File: src/rtl/data_mem_port_ctrl_pkg.sv
// Shared types and helpers for the data-memory port controller:
// RV32 width codes, the FSM state enum and the store lane-steering functions.
package data_mem_pkg;

  localparam logic [2:0] F3_B  = 3'd0;
  localparam logic [2:0] F3_H  = 3'd1;
  localparam logic [2:0] F3_W  = 3'd2;
  localparam logic [2:0] F3_BU = 3'd4;
  localparam logic [2:0] F3_HU = 3'd5;

  localparam logic [31:0] DEFAULT_MMIO_ADDR = 32'h0000_0FFC;

  typedef enum logic [1:0] {
    IDLE,
    RD_WAIT,
    RESP
  } state_e;

  // Byte-lane write enables for a store of width f3 at byte offset off.
  function automatic logic [3:0] lane_mask(input logic [2:0] f3, input logic [1:0] off);
    case (f3)
      F3_B, F3_BU: lane_mask = 4'b0001 << off;
      F3_H, F3_HU: lane_mask = 4'b0011 << off;
      F3_W:        lane_mask = 4'b1111;
      default:     lane_mask = 4'b0000;
    endcase
  endfunction

  // Replicate right-justified store data across every lane it could land in.
  function automatic logic [31:0] lane_data(input logic [2:0] f3, input logic [31:0] wdata);
    case (f3)
      F3_B, F3_BU: lane_data = {4{wdata[7:0]}};
      F3_H, F3_HU: lane_data = {2{wdata[15:0]}};
      F3_W:        lane_data = wdata;
      default:     lane_data = '0;
    endcase
  endfunction

endpackage

File: src/rtl/data_mem_port_ctrl_if.sv
// Request/response handshake, BRAM port-B and MMIO signals of the controller.
interface data_mem_port_ctrl_if #(
  parameter int unsigned ADDR_WIDTH = 13,
  parameter int unsigned NUM_COL    = 4
);
  logic                  req_valid;
  logic                  req_ready;
  logic                  req_we;
  logic [2:0]            req_funct3;
  logic [31:0]           req_addr;
  logic [31:0]           req_wdata;
  logic                  rsp_valid;
  logic [31:0]           rsp_rdata;
  logic                  rsp_err;
  logic                  mem_en;
  logic [NUM_COL-1:0]    mem_we;
  logic [ADDR_WIDTH-1:0] mem_addr;
  logic [31:0]           mem_wdata;
  logic [31:0]           mem_rdata;
  logic [31:0]           mmio_dout;

  // master: CPU memory stage plus the BRAM that answers port B.
  modport master (
    output req_valid, req_we, req_funct3, req_addr, req_wdata, mem_rdata,
    input  req_ready, rsp_valid, rsp_rdata, rsp_err,
           mem_en, mem_we, mem_addr, mem_wdata, mmio_dout
  );

  modport slave (
    input  req_valid, req_we, req_funct3, req_addr, req_wdata, mem_rdata,
    output req_ready, rsp_valid, rsp_rdata, rsp_err,
           mem_en, mem_we, mem_addr, mem_wdata, mmio_dout
  );
endinterface

File: src/rtl/data_mem_port_ctrl_load_formatter.sv
// Selects the addressed byte/half/word from a BRAM read word and extends it.
module load_formatter
  import data_mem_pkg::*;
(
  input  logic [31:0] rdata,
  input  logic [1:0]  offset,
  input  logic [2:0]  funct3,
  output logic [31:0] result
);

  logic [7:0]  byte_sel;
  logic [15:0] half_sel;

  always_comb begin
    case (offset)
      2'd0:    byte_sel = rdata[7:0];
      2'd1:    byte_sel = rdata[15:8];
      2'd2:    byte_sel = rdata[23:16];
      default: byte_sel = rdata[31:24];
    endcase
    half_sel = offset[1] ? rdata[31:16] : rdata[15:0];

    case (funct3)
      F3_B:    result = {{24{byte_sel[7]}}, byte_sel};
      F3_BU:   result = {24'h0, byte_sel};
      F3_H:    result = {{16{half_sel[15]}}, half_sel};
      F3_HU:   result = {16'h0, half_sel};
      F3_W:    result = rdata;
      default: result = '0;
    endcase
  end

endmodule

File: src/rtl/data_mem_port_ctrl.sv
// Load/store initiator on BRAM port B: legality checks, lane steering,
// load formatting on the one-cycle-late read data and the MMIO output word.
module data_mem_port_ctrl
  import data_mem_pkg::*;
#(
  parameter int unsigned ADDR_WIDTH = 13,
  parameter int unsigned NUM_COL    = 4,
  parameter logic [31:0] MMIO_ADDR  = DEFAULT_MMIO_ADDR
) (
  input logic                clk,
  input logic                reset_n,
  data_mem_port_ctrl_if.slave bus
);

  state_e      state_q, state_d;
  logic [1:0]  off_q, off_d;
  logic [2:0]  f3_q, f3_d;
  logic [31:0] rdata_q, rdata_d;
  logic        err_q, err_d;
  logic [31:0] mmio_q, mmio_d;

  logic                  req_ready;
  logic                  accept;
  logic                  f3_bad, misaligned, out_of_range, acc_err;
  logic                  mmio_hit;
  logic                  mem_en;
  logic [NUM_COL-1:0]    mem_we;
  logic [ADDR_WIDTH-1:0] mem_addr;
  logic [31:0]           mem_wdata;
  logic [31:0]           fmt_data;

  // Gated by reset_n so the combinational BRAM controls stay quiet in reset.
  assign req_ready = reset_n && (state_q == IDLE);
  assign accept    = bus.req_valid && req_ready;

  always_comb begin
    f3_bad       = (bus.req_funct3 == 3'd3) || (bus.req_funct3 == 3'd6) || (bus.req_funct3 == 3'd7);
    misaligned   = ((bus.req_funct3 == F3_H || bus.req_funct3 == F3_HU) && bus.req_addr[0])
                || ((bus.req_funct3 == F3_W) && (bus.req_addr[1:0] != 2'b00));
    out_of_range = |bus.req_addr[31:ADDR_WIDTH+2];
    acc_err      = f3_bad || misaligned || out_of_range;
    mmio_hit     = bus.req_addr[ADDR_WIDTH+1:2] == MMIO_ADDR[ADDR_WIDTH+1:2];
  end

  always_comb begin
    mem_en    = 1'b0;
    mem_we    = '0;
    mem_addr  = '0;
    mem_wdata = '0;
    if (accept && !acc_err) begin
      mem_en   = 1'b1;
      mem_addr = bus.req_addr[ADDR_WIDTH+1:2];
      if (bus.req_we) begin
        mem_we    = lane_mask(bus.req_funct3, bus.req_addr[1:0]);
        mem_wdata = lane_data(bus.req_funct3, bus.req_wdata);
      end
    end
  end

  load_formatter u_load_formatter (
    .rdata  (bus.mem_rdata),
    .offset (off_q),
    .funct3 (f3_q),
    .result (fmt_data)
  );

  always_comb begin
    state_d = state_q;
    off_d   = off_q;
    f3_d    = f3_q;
    rdata_d = rdata_q;
    err_d   = err_q;
    mmio_d  = mmio_q;
    case (state_q)
      IDLE: begin
        if (accept) begin
          off_d = bus.req_addr[1:0];
          f3_d  = bus.req_funct3;
          err_d = acc_err;
          if (acc_err || bus.req_we) begin
            state_d = RESP;
            rdata_d = '0;
          end else begin
            state_d = RD_WAIT;
          end
        end
      end
      RD_WAIT: begin
        rdata_d = fmt_data;
        err_d   = 1'b0;
        state_d = RESP;
      end
      RESP: begin
        err_d   = 1'b0;
        state_d = IDLE;
      end
      default: state_d = IDLE;
    endcase

    if (mem_en && mmio_hit) begin
      for (int unsigned i = 0; i < NUM_COL; i++) begin
        if (mem_we[i]) mmio_d[i*8 +: 8] = mem_wdata[i*8 +: 8];
      end
    end
  end

  always_ff @(posedge clk or negedge reset_n) begin
    if (!reset_n) begin
      state_q <= IDLE;
      off_q   <= '0;
      f3_q    <= '0;
      rdata_q <= '0;
      err_q   <= 1'b0;
      mmio_q  <= '0;
    end else begin
      state_q <= state_d;
      off_q   <= off_d;
      f3_q    <= f3_d;
      rdata_q <= rdata_d;
      err_q   <= err_d;
      mmio_q  <= mmio_d;
    end
  end

  assign bus.req_ready = req_ready;
  assign bus.rsp_valid = (state_q == RESP);
  assign bus.rsp_rdata = rdata_q;
  assign bus.rsp_err   = err_q;
  assign bus.mem_en    = mem_en;
  assign bus.mem_we    = mem_we;
  assign bus.mem_addr  = mem_addr;
  assign bus.mem_wdata = mem_wdata;
  assign bus.mmio_dout = mmio_q;

endmodule

File: src/flat_wrapper.sv
// flat-port wrapper written by rule: the top's interface ports become plain ports
module data_mem_port_ctrl_flat import data_mem_pkg::*;
#(
  parameter int unsigned ADDR_WIDTH = 13,
  parameter int unsigned NUM_COL    = 4,
  parameter logic [31:0] MMIO_ADDR  = DEFAULT_MMIO_ADDR
)
  (clk, reset_n, bus_req_valid, bus_req_we, bus_req_funct3, bus_req_addr, bus_req_wdata, bus_mem_rdata, bus_req_ready, bus_rsp_valid, bus_rsp_rdata, bus_rsp_err, bus_mem_en, bus_mem_we, bus_mem_addr, bus_mem_wdata, bus_mmio_dout);
  data_mem_port_ctrl_if #(.ADDR_WIDTH(ADDR_WIDTH), .NUM_COL(NUM_COL)) bus_i ();
  input logic clk;
  input logic reset_n;
  input wire logic [$bits(bus_i.req_valid)-1:0] bus_req_valid;
  input wire logic [$bits(bus_i.req_we)-1:0] bus_req_we;
  input wire logic [$bits(bus_i.req_funct3)-1:0] bus_req_funct3;
  input wire logic [$bits(bus_i.req_addr)-1:0] bus_req_addr;
  input wire logic [$bits(bus_i.req_wdata)-1:0] bus_req_wdata;
  input wire logic [$bits(bus_i.mem_rdata)-1:0] bus_mem_rdata;
  output wire logic [$bits(bus_i.req_ready)-1:0] bus_req_ready;
  output wire logic [$bits(bus_i.rsp_valid)-1:0] bus_rsp_valid;
  output wire logic [$bits(bus_i.rsp_rdata)-1:0] bus_rsp_rdata;
  output wire logic [$bits(bus_i.rsp_err)-1:0] bus_rsp_err;
  output wire logic [$bits(bus_i.mem_en)-1:0] bus_mem_en;
  output wire logic [$bits(bus_i.mem_we)-1:0] bus_mem_we;
  output wire logic [$bits(bus_i.mem_addr)-1:0] bus_mem_addr;
  output wire logic [$bits(bus_i.mem_wdata)-1:0] bus_mem_wdata;
  output wire logic [$bits(bus_i.mmio_dout)-1:0] bus_mmio_dout;
  assign bus_i.req_valid = bus_req_valid;
  assign bus_i.req_we = bus_req_we;
  assign bus_i.req_funct3 = bus_req_funct3;
  assign bus_i.req_addr = bus_req_addr;
  assign bus_i.req_wdata = bus_req_wdata;
  assign bus_i.mem_rdata = bus_mem_rdata;
  assign bus_req_ready = bus_i.req_ready;
  assign bus_rsp_valid = bus_i.rsp_valid;
  assign bus_rsp_rdata = bus_i.rsp_rdata;
  assign bus_rsp_err = bus_i.rsp_err;
  assign bus_mem_en = bus_i.mem_en;
  assign bus_mem_we = bus_i.mem_we;
  assign bus_mem_addr = bus_i.mem_addr;
  assign bus_mem_wdata = bus_i.mem_wdata;
  assign bus_mmio_dout = bus_i.mmio_dout;
  data_mem_port_ctrl #(.ADDR_WIDTH(ADDR_WIDTH), .NUM_COL(NUM_COL), .MMIO_ADDR(MMIO_ADDR)) u_core (.clk(clk), .reset_n(reset_n), .bus(bus_i));
endmodule
File: config.mk
export PLATFORM = sky130hd
export DESIGN_NAME = data_mem_port_ctrl_flat
export DESIGN_NICKNAME = d
export VERILOG_FILES = /design/src/rtl/data_mem_port_ctrl_pkg.sv /design/src/rtl/data_mem_port_ctrl_if.sv /design/src/rtl/data_mem_port_ctrl_load_formatter.sv /design/src/rtl/data_mem_port_ctrl.sv /design/src/flat_wrapper.sv
export SDC_FILE = /design/constraint.sdc
export NUM_CORES = 1
export LEC_CHECK = 0
export BUFFER_PORTS_ARGS = -buffer_cell sky130_fd_sc_hd__buf_2
export CORE_MARGIN = 3
export CORE_UTILIZATION = 51
export CTS_BUF_LIST = sky130_fd_sc_hd__clkbuf_2 sky130_fd_sc_hd__clkbuf_4 sky130_fd_sc_hd__clkbuf_8
export CTS_CLUSTER_SIZE = 8
export DETAILED_ROUTE_END_ITERATION = 6
export PLACE_DENSITY = 0.95
export SLEW_MARGIN = 20
export SYNTH_ARGS = -nofsm -noshare
export SYNTH_HDL_FRONTEND = slang
export SYNTH_SLANG_ARGS = --single-unit
File: constraint.sdc
create_clock -name clk -period 3.4 [get_ports clk]
set_input_delay 0.34 -clock clk [delete_from_list [all_inputs] [get_ports clk]]
set_output_delay 0.34 -clock clk [all_outputs]
set_load 0.01 [all_outputs]
==> flow_summary.yaml, run 1 <==
routing:
  dr_total_vias: 4408
  drt-wirelength-per-cell_um: 19.97
  wl_met1_um: 5487
  route.met2.wl_um: 7197
  ant_nets: 0
  dr_wl_met3_um: 1494
  drc_errors: 0
  top_layer: "met5"
  post_drt_via_cell_ratio: 6.022
  drt_iter0_drc: 284
  wirelength_um: 14620
  firstDrtPassIters: 7
synthesis:
  syn-num-nets: 523
  synth_cells: 417
  syn_area_mm2: 0.004294
  synthFlopType: "dfrtp_1"
  synth_largest_area_cell: "dfrtp_1"
  yosysSeqAreaShare_pct: 41.96
  synth_top_area_share_pct: 41.96
  avgSynthCellArea_um2: 10.30
  yosys-top-cells-area: "dfrtp_1 (42%), mux2_4 (8.4%), o2bb2ai_1 (6.5%)"
  async_flop_share_pct: 100.0
  netlist_top_cells_count: "nor2_1 (73), dfrtp_1 (72), a21oi_1 (45), o2bb2ai_1 (32), mux2_4 (24)"
  yosysUniqueCellTypes: 45
  synth_edf_count: 0
  yosysMostFrequentCell: "nor2_1"
  ys_warn_count: 0
  synth-seq-cells: 72
power:
  ir_worst_vdd_uv: 268.1
  powerDensity_mw_per_mm2: 457.0
  finalPower_uw: 2592
  p_leak_uw: 0.003081
cts:
  clockRootBuffer: "clkbuf_8"
  clkSinkCount: 72
  htree_levels: 3
  cts_tree: "yes"
  path_clk_slew_ns: 0.08
  clock_latency_ns: 0.34
  numCtsBuffers: 9
  clockBufferDepth: 2
  cts_setup_buffers: 0
floorplan:
  die_h_um: 97.76
  dieArea_mm2: 0.009557
  num_io_pins: 220
  row_count: 32
  core_mm2: 0.007968
  start_util_pct: 53.89
  fp.dieW_um: 97.76
layout:
  multi_input_area_mm2: 0.002312
  fillers: 625
  register_area_mm2: 0.001802
  fin_nets: 731
  fin_cells: 732
  utilization_pct: 71.18
  n_antenna_cell: 0
  layout-drive-gt1-share_pct: 46.19
  area_growth_pct: 32.08
setup_path:
  worst-path-buf-inv: 4
  cp-start-kind: "input port"
  path_class: "input port to output port"
  slowest_delay_ns: 0.59
  slowest_stage: "dlygate4sd3_1"
  cp-end-kind: "output port"
  path_max_fanout: 31
  critPathTopFamily: "buffers and inverters"
  cp_cell_sequence: "dlygate4sd3_1, buf_4, and3_1, nand3_2, clkinvlp_4, nand2_2, nor2_1, buf_2"
  crit_required_ns: 3.06
  worstPathArrival_ns: 2.67
grt:
  grt_pass1_wl_um: 23050
  grt_pass1_vias: 4475
  antenna_found_initial: 1
  grt_usage_pct: 29.84
  grt_max_degree: 66
  grt-ovfl-total: 0
place:
  dp.cells: 715
  io_buffers: 219
  dp_hpwl_um: 11060
  gp_congestion: 0.9586
timing:
  setup_violations: 0
  worst_slew_pin_slew_ns: 0.9201
  slew_headroom_pct: 38.66
  fin_skew_ns: 0.007459
  finalCritPeriodShare_pct: 88.58
  finalWorstPathRequiredPeriod_ns: 3.012
  fmax_mhz: 332.0
  hold_viol: 0
  whs_ns: 0.2922
  grt_setup_unrepaired: "no"
  slew_violations: 0
  fin_setup_tns_ns: 0
worst_hold_path:
  hp-class: "input port to flop"
outcome:
  status: "finished, final reports clean"
flow_run:
  drv_cap: 0
-- per-layer routing --
metal	vias to the layer above	GRT usage [%]
met2	306	50.98
met4	2	11.18
met1	2110	36.70
li1	1948	-
met5	-	0
met3	42	7.286
-- stage by stage --
stage               cell area, µm²  setup slack (ns)
CTS                           5668            0.1833
global placement              5438            0.5009
detailed placement            5438            0.3561
floorplan                     4294             1.309
global route                  5672            0.2517
finish                        5672            0.3884
-- timing repair --
action / in CTS / in global routing
hold buffers: 1 / 0
setup endpoints to repair: 0 / 21
gates resized for setup: 0 / 1
endpoints found under the hold margin: 8 / 0
-- registers in the layout (all words and copies together) (netlist names) --
register / count
u_core.bus.mmio_dout: 32
u_core.bus.rsp_rdata: 32
u_core.f3_q: 3
u_core.off_q: 2
u_core.state_q: 2
u_core.bus.rsp_err: 1
-- area by class of cell --
class / count / area share (%)
Multi-Input combinational cell: 303 / 40.77
Clock buffer: 10 / 2.427
Clock inverter: 6 / 1.456
Tap cell: 102 / 2.250
Timing Repair Buffer: 227 / 20.47
Inverter: 12 / 0.8604
Sequential cell: 72 / 31.77
-- final timing paths --
kind | start | end | slack [ns] | cells after the start
setup / recovery | reset_n | bus_mem_wdata[9] | 0.39 | 8
hold / removal | bus_req_wdata[3] | u_core.bus.mmio_dout[3] | 0.29 | 3
setup reg to reg | u_core.off_q[1] | u_core.bus.rsp_rdata[25] | 1.02 | 5
hold reg to reg | u_core.bus.rsp_rdata[0] | u_core.bus.rsp_rdata[0] | 0.48 | 1
max in group asynchronous | reset_n | u_core.bus.mmio_dout[12] | 1.89 | 3
min in group asynchronous | reset_n | u_core.bus.mmio_dout[2] | 0.46 | 2
-- power by group --
group          switching [µW]  internal [µW]  leakage [µW]  total, µW
sequential                122            897      0.000950       1020
combinational             445            370       0.00202        815
clock                     329            430      0.000112        759
total                     896           1700       0.00308       2590
-- kinds of logic after synthesis --
logic type | share of synthesized area [%]
AOI/OAI and AO/OA | 19.06
adders and majority gates | 0.8742
buffers and inverters | 4.400
DFF | 41.96
muxes | 17.86
and+or+nand+nor | 15.85
-- cell usage in the layout, fill, tap and decap left out, drive strengths merged, types with 9 or more instances in the layout --
cell	instances
buf	226
nor2	73
dfrtp	72
a21oi	45
o2bb2ai	32
mux2	29
mux2i	17
and2	14
nand2	12
inv	11
clkbuf	10
and3	9
-- worst reg2reg max path, cell delays in order, from the launching register on --
cell       delay (ns)
dfrtp_1          0.72
mux4_2           0.37
nor2_1           0.07
a2111oi_4        0.86
a21oi_1          0.09
o2bb2ai_1        0.20
Note: power is estimated with default switching activity, not from simulation.
==> run 2, diff against run 1 <==
--- a/config.mk
+++ b/config.mk
@@ -6,6 +6,7 @@
 export NUM_CORES = 1
 export LEC_CHECK = 0
 export BUFFER_PORTS_ARGS = -buffer_cell sky130_fd_sc_hd__buf_2
+export CORE_ASPECT_RATIO = 1.4
 export CORE_MARGIN = 3
 export CORE_UTILIZATION = 51
 export CTS_BUF_LIST = sky130_fd_sc_hd__clkbuf_2 sky130_fd_sc_hd__clkbuf_4 sky130_fd_sc_hd__clkbuf_8
==> flow_summary.yaml, run 2 (synthesized netlist as in run 1, its figures left out) <==
grt:
  grt_max_degree: 74
  grt_pass1_wl_um: 22490
  gr-max-usage-layer: "met2"
  met2_usage_pct: 50.54
  grt_pass1_vias: 4352
  met1_usage_pct: 35.89
  grt_usage_pct: 29.48
  use_met3_pct: 5.400
  antenna_found_initial: 0
  grt-ovfl-total: 0
timing:
  fin_skew_ns: 0.01294
  fin_setup_tns_ns: 0
  finalCritPeriodShare_pct: 86.44
  slew_violations: 0
  finalWorstPathRequiredPeriod_ns: 2.939
  slew_headroom_pct: 36.69
  fmax_mhz: 340.3
  hold_viol: 0
  whs_ns: 0.2570
  grt_setup_unrepaired: "no"
  worst_slew_pin_slew_ns: 0.9497
  setup_violations: 0
setup_path:
  cp-start-kind: "input port"
  slowest_stage: "nand2_2"
  path_max_fanout: 31
  cp-end-kind: "output port"
  worstPathArrival_ns: 2.60
  crit_path_frequent_cell: "buf_2"
  r2r_cells: 5
  crit_required_ns: 3.06
  cp_cell_sequence: "buf_2, or3b_1, o2111a_1, nand3_2, clkinvlp_4, nand2_2, nor2_1, buf_2"
  slowest_delay_ns: 0.55
  path_class: "input port to output port"
place:
  gp_congestion: 0.9496
  dp_hpwl_um: 10960
  io_buffers: 219
routing:
  dr_total_vias: 4438
  ant_nets: 0
  drt-wirelength-per-cell_um: 19.60
  drc_errors: 0
  post_drt_via_cell_ratio: 6.071
  wirelength_um: 14330
  firstDrtPassIters: 6
  drt_iter0_drc: 293
cts:
  numCtsBuffers: 9
  htree_levels: 3
  cts_hold_buf: 0
  path_clk_slew_ns: 0.08
  clockBufferDepth: 2
  clockRootBuffer: "clkbuf_8"
  clock_latency_ns: 0.34
  clkSinkCount: 72
  cts_tree: "yes"
flow_run:
  drv_cap: 0
outcome:
  status: "finished, final reports clean"
layout:
  fillers: 621
  final_common_cell: "buf_2"
  layout_common_cells: "buf_2 (218), nor2_1 (73), dfrtp_1 (72)"
  n_antenna_cell: 0
  fin_nets: 731
  area_growth_pct: 31.41
  layout-drive-gt1-share_pct: 46.26
power:
  finalPower_uw: 2513
  ir_worst_vdd_uv: 277.7
  p_leak_uw: 0.003068
  powerDensity_mw_per_mm2: 445.4
floorplan:
  fp.dieW_um: 83.55
  die_h_um: 114.6
  start_util_pct: 52.38
  num_io_pins: 220
  dieArea_mm2: 0.009572
  row_count: 39
  core_mm2: 0.008198
worst_hold_path:
  hp-class: "input port to async pin"
## run 2: final timing paths
check | from | endpoint | slack [ns]
max | bus_req_funct3[0] | bus_mem_wdata[31] | 0.46
min | reset_n | u_core.state_q[0] | 0.26
max reg2reg | u_core.off_q[1] | u_core.bus.rsp_rdata[23] | 1.01
min reg2reg | u_core.bus.rsp_rdata[31] | u_core.bus.rsp_rdata[31] | 0.49
max in group asynchronous | reset_n | u_core.bus.mmio_dout[21] | 2.57
min in group clk | bus_req_wdata[0] | u_core.bus.mmio_dout[0] | 0.28
## run 2: layer usage
metal | wire [µm] | vias to the layer above
met5 | 0 | -
met4 | 607 | 0
met3 | 1453 | 47
met2 | 7175 | 335
met1 | 5092 | 2102
li1 | - | 1954
## run 2: area by class of cell
| cell class | count | area (µm²) | share of cell area [%] |
|---|---|---|---|
| multi-input combinational | 303 | 2312 | 40.98 |
| sequential | 72 | 1802 | 31.93 |
| timing repair buffer | 227 | 1159 | 20.53 |
| clock buffer | 10 | 137.6 | 2.439 |
| tap | 102 | 127.6 | 2.262 |
| clock inverter | 5 | 56.30 | 0.9978 |
| inverter | 12 | 48.80 | 0.8647 |
## run 2: what timing repair did
action | 4_1_cts | 5_1_grt
hold endpoints to repair | 0 | 0
buffers inserted | 0 | 0
setup endpoints to repair | 0 | 28
gates resized for setup | 0 | 1
## run 2: worst max-delay path, delay by kind of cell
family	cells	cell delay [ns]
compound gates	1	0.30
buf+inv	3	0.75
simple gates	4	1.20
## run 2: metrics by stage
step | area [µm²] | std cells | worst slack (ns) | util, %
after floorplan | 4294 | 417 | 1.309 | -
after global placement | 5445 | 716 | 0.4980 | 66.42
after detailed placement | 5445 | 716 | 0.2981 | 66.42
after CTS | 5639 | 731 | 0.2263 | 68.79
after global routing | 5643 | 731 | 0.2447 | 68.83
final | 5643 | 731 | 0.4610 | 68.83
## run 2: power breakdown
| part | total [µW] | internal, µW | switching [µW] | leakage (µW) |
|---|---|---|---|---|
| clock network | 676 | 355 | 321 | 0.0000985 |
| logic | 852 | 376 | 476 | 0.00202 |
| registers | 986 | 898 | 88.6 | 0.000950 |
==> run 3, diff against run 2 <==
--- a/config.mk
+++ b/config.mk
@@ -7,7 +7,7 @@
 export LEC_CHECK = 0
 export BUFFER_PORTS_ARGS = -buffer_cell sky130_fd_sc_hd__buf_2
 export CORE_ASPECT_RATIO = 1.4
-export CORE_MARGIN = 3
+export CORE_MARGIN = 10
 export CORE_UTILIZATION = 51
 export CTS_BUF_LIST = sky130_fd_sc_hd__clkbuf_2 sky130_fd_sc_hd__clkbuf_4 sky130_fd_sc_hd__clkbuf_8
 export CTS_CLUSTER_SIZE = 8
==> flow_summary.yaml, run 3 (synthesized netlist as in run 1, its figures left out) <==
outcome:
  status: "finished, final reports clean"
cts:
  numCtsBuffers: 9
  htree_levels: 3
  cts_hold_buf: 0
  clkSinkCount: 72
  clockBufferDepth: 2
  cts_setup_buffers: 0
  cts_resized: 0
  cts_tree: "yes"
  clockRootBuffer: "clkbuf_8"
  path_clk_slew_ns: 0.08
  clock_latency_ns: 0.36
setup_path:
  path_max_fanout: 31
  r2r_slack_ns: 1.00
  crit_path_frequent_cell: "buf_2"
  crit_required_ns: 3.06
  worstPathArrival_ns: 2.66
  cp-start-kind: "input port"
  path_class: "input port to output port"
  r2r_cells: 5
  cp-end-kind: "output port"
  slowest_delay_ns: 0.56
  slowest_stage: "nand2_2"
  worst-path-buf-inv: 3
  cp_cell_sequence: "buf_2, or3b_1, o2111a_1, nand3_2, clkinvlp_4, nand2_2, nor2_1, buf_2"
  critPathTopFamily: "simple AND/OR/NAND/NOR gates"
  timing.rr.end: "u_core.bus.rsp_rdata[30]"
  r2r_start: "u_core.off_q[1]"
layout:
  fillers: 614
  n_antenna_cell: 0
  area_growth_pct: 32.46
  fin_nets: 731
  layout-drive-gt1-share_pct: 46.35
  final_common_cell: "buf_2"
  layout_common_cells: "buf_2 (218), nor2_1 (73), dfrtp_1 (72)"
routing:
  drc_errors: 0
  post_drt_via_cell_ratio: 5.919
  wirelength_um: 16290
  firstDrtPassIters: 7
  ant_nets: 0
  drt_iter0_drc: 228
  dr_total_vias: 4333
  drt-wirelength-per-cell_um: 22.26
grt:
  grt_usage_pct: 25.02
  antenna_found_initial: 0
  grt_pass1_vias: 4704
  grt_max_degree: 74
  grt_pass1_wl_um: 25320
  grt-ovfl-total: 0
floorplan:
  row_count: 39
  dieArea_mm2: 0.01254
  die_h_um: 128.6
  num_io_pins: 220
  core_mm2: 0.008198
  start_util_pct: 52.38
  fp.dieW_um: 97.55
power:
  ir_worst_vdd_uv: 304.1
  powerDensity_mw_per_mm2: 467.8
  p_leak_uw: 0.003090
timing:
  finalCritPeriodShare_pct: 88.38
  whs_ns: 0.2539
  setup_violations: 0
  grt_setup_unrepaired: "no"
  finalWorstPathRequiredPeriod_ns: 3.005
  slew_violations: 0
  worst_slew_pin_slew_ns: 0.9150
  hold_viol: 0
  fin_skew_ns: 0.01226
  slew_headroom_pct: 39.00
  fmax_mhz: 332.8
  fin_setup_tns_ns: 0
place:
  gp_congestion: 0.9845
  dp_hpwl_um: 12850
  io_buffers: 219
worst_hold_path:
  hp-start: "bus_req_wdata[7]"
  holdPathEnd: "u_core.bus.mmio_dout[7]"
  hp-class: "input port to flop"
  holdPathStages: 3
flow_run:
  drv_cap: 0
run 3: changes by cell type in the layout (fill, tap and decap cells not counted):
cell,before,now
inv_6,1,0
clkbuf_4,0,1
bufinv_16,1,3
clkbuf_8,10,9
run 3: worst register-to-register path, stage by stage (launching register included):
cell       delay (ns)
dfrtp_1          0.70
mux4_2           0.38
nor2_1           0.07
a2111oi_4        0.85
a21oi_1          0.11
o2bb2ai_1        0.21
run 3: through the flow:
step | util, % | total power [µW] | cells | setup slack [ns] | area, µm²
3_3_place_gp | 66.42 | 1821 | 716 | 0.5195 | 5445
4_1_cts | 69.34 | 2671 | 732 | 0.2013 | 5684
3_5_place_dp | 66.42 | 1852 | 716 | 0.4070 | 5445
6_report | 69.38 | 2661 | 732 | 0.3951 | 5688
2_1_floorplan | - | 1588 | 417 | 1.309 | 4294
5_1_grt | 69.38 | 2779 | 732 | 0.2219 | 5688
run 3: routing by layer:
metal  global-route usage [%]  up-vias  part of all wire (%)  wire [µm]
met2                    42.07      324                    48       7855
met4                    14.41        0                   4.6        750
met5                        0        -                     0          0
li1                         -     1947                     -          -
met1                    26.94     2016                    36       5916
met3                    8.677       46                    11       1771
run 3: cell type report:
class | count | area (µm²) | area share, %
clock buffer | 10 | 131.4 | 2.310
clock inverter | 6 | 107.6 | 1.892
inverter | 12 | 48.80 | 0.8579
multi-input combinational | 303 | 2312 | 40.65
sequential | 72 | 1802 | 31.68
tap | 102 | 127.6 | 2.244
timing repair buffer | 227 | 1159 | 20.37
run 3: report_power, final:
part | leakage, µW | total, µW | internal [µW] | switching, µW
sequential | 0.000950 | 985 | 898 | 87.6
combinational | 0.00202 | 857 | 376 | 481
clock | 0.000120 | 819 | 493 | 326
run 3: how the worst max path moves through the flow:
stage,start,to,slack (ns),depth (start not counted)
CTS,u_core.state_q[0],bus_mem_wdata[18],0.20,8
finish,bus_req_funct3[0],bus_mem_wdata[18],0.40,8
floorplan,bus_req_funct3[1],bus_mem_wdata[21],1.31,8
global route,bus_req_funct3[0],bus_mem_wdata[18],0.22,8
global placement,bus_req_funct3[0],bus_mem_wdata[13],0.52,8
detailed placement,bus_req_funct3[0],bus_mem_wdata[18],0.41,8
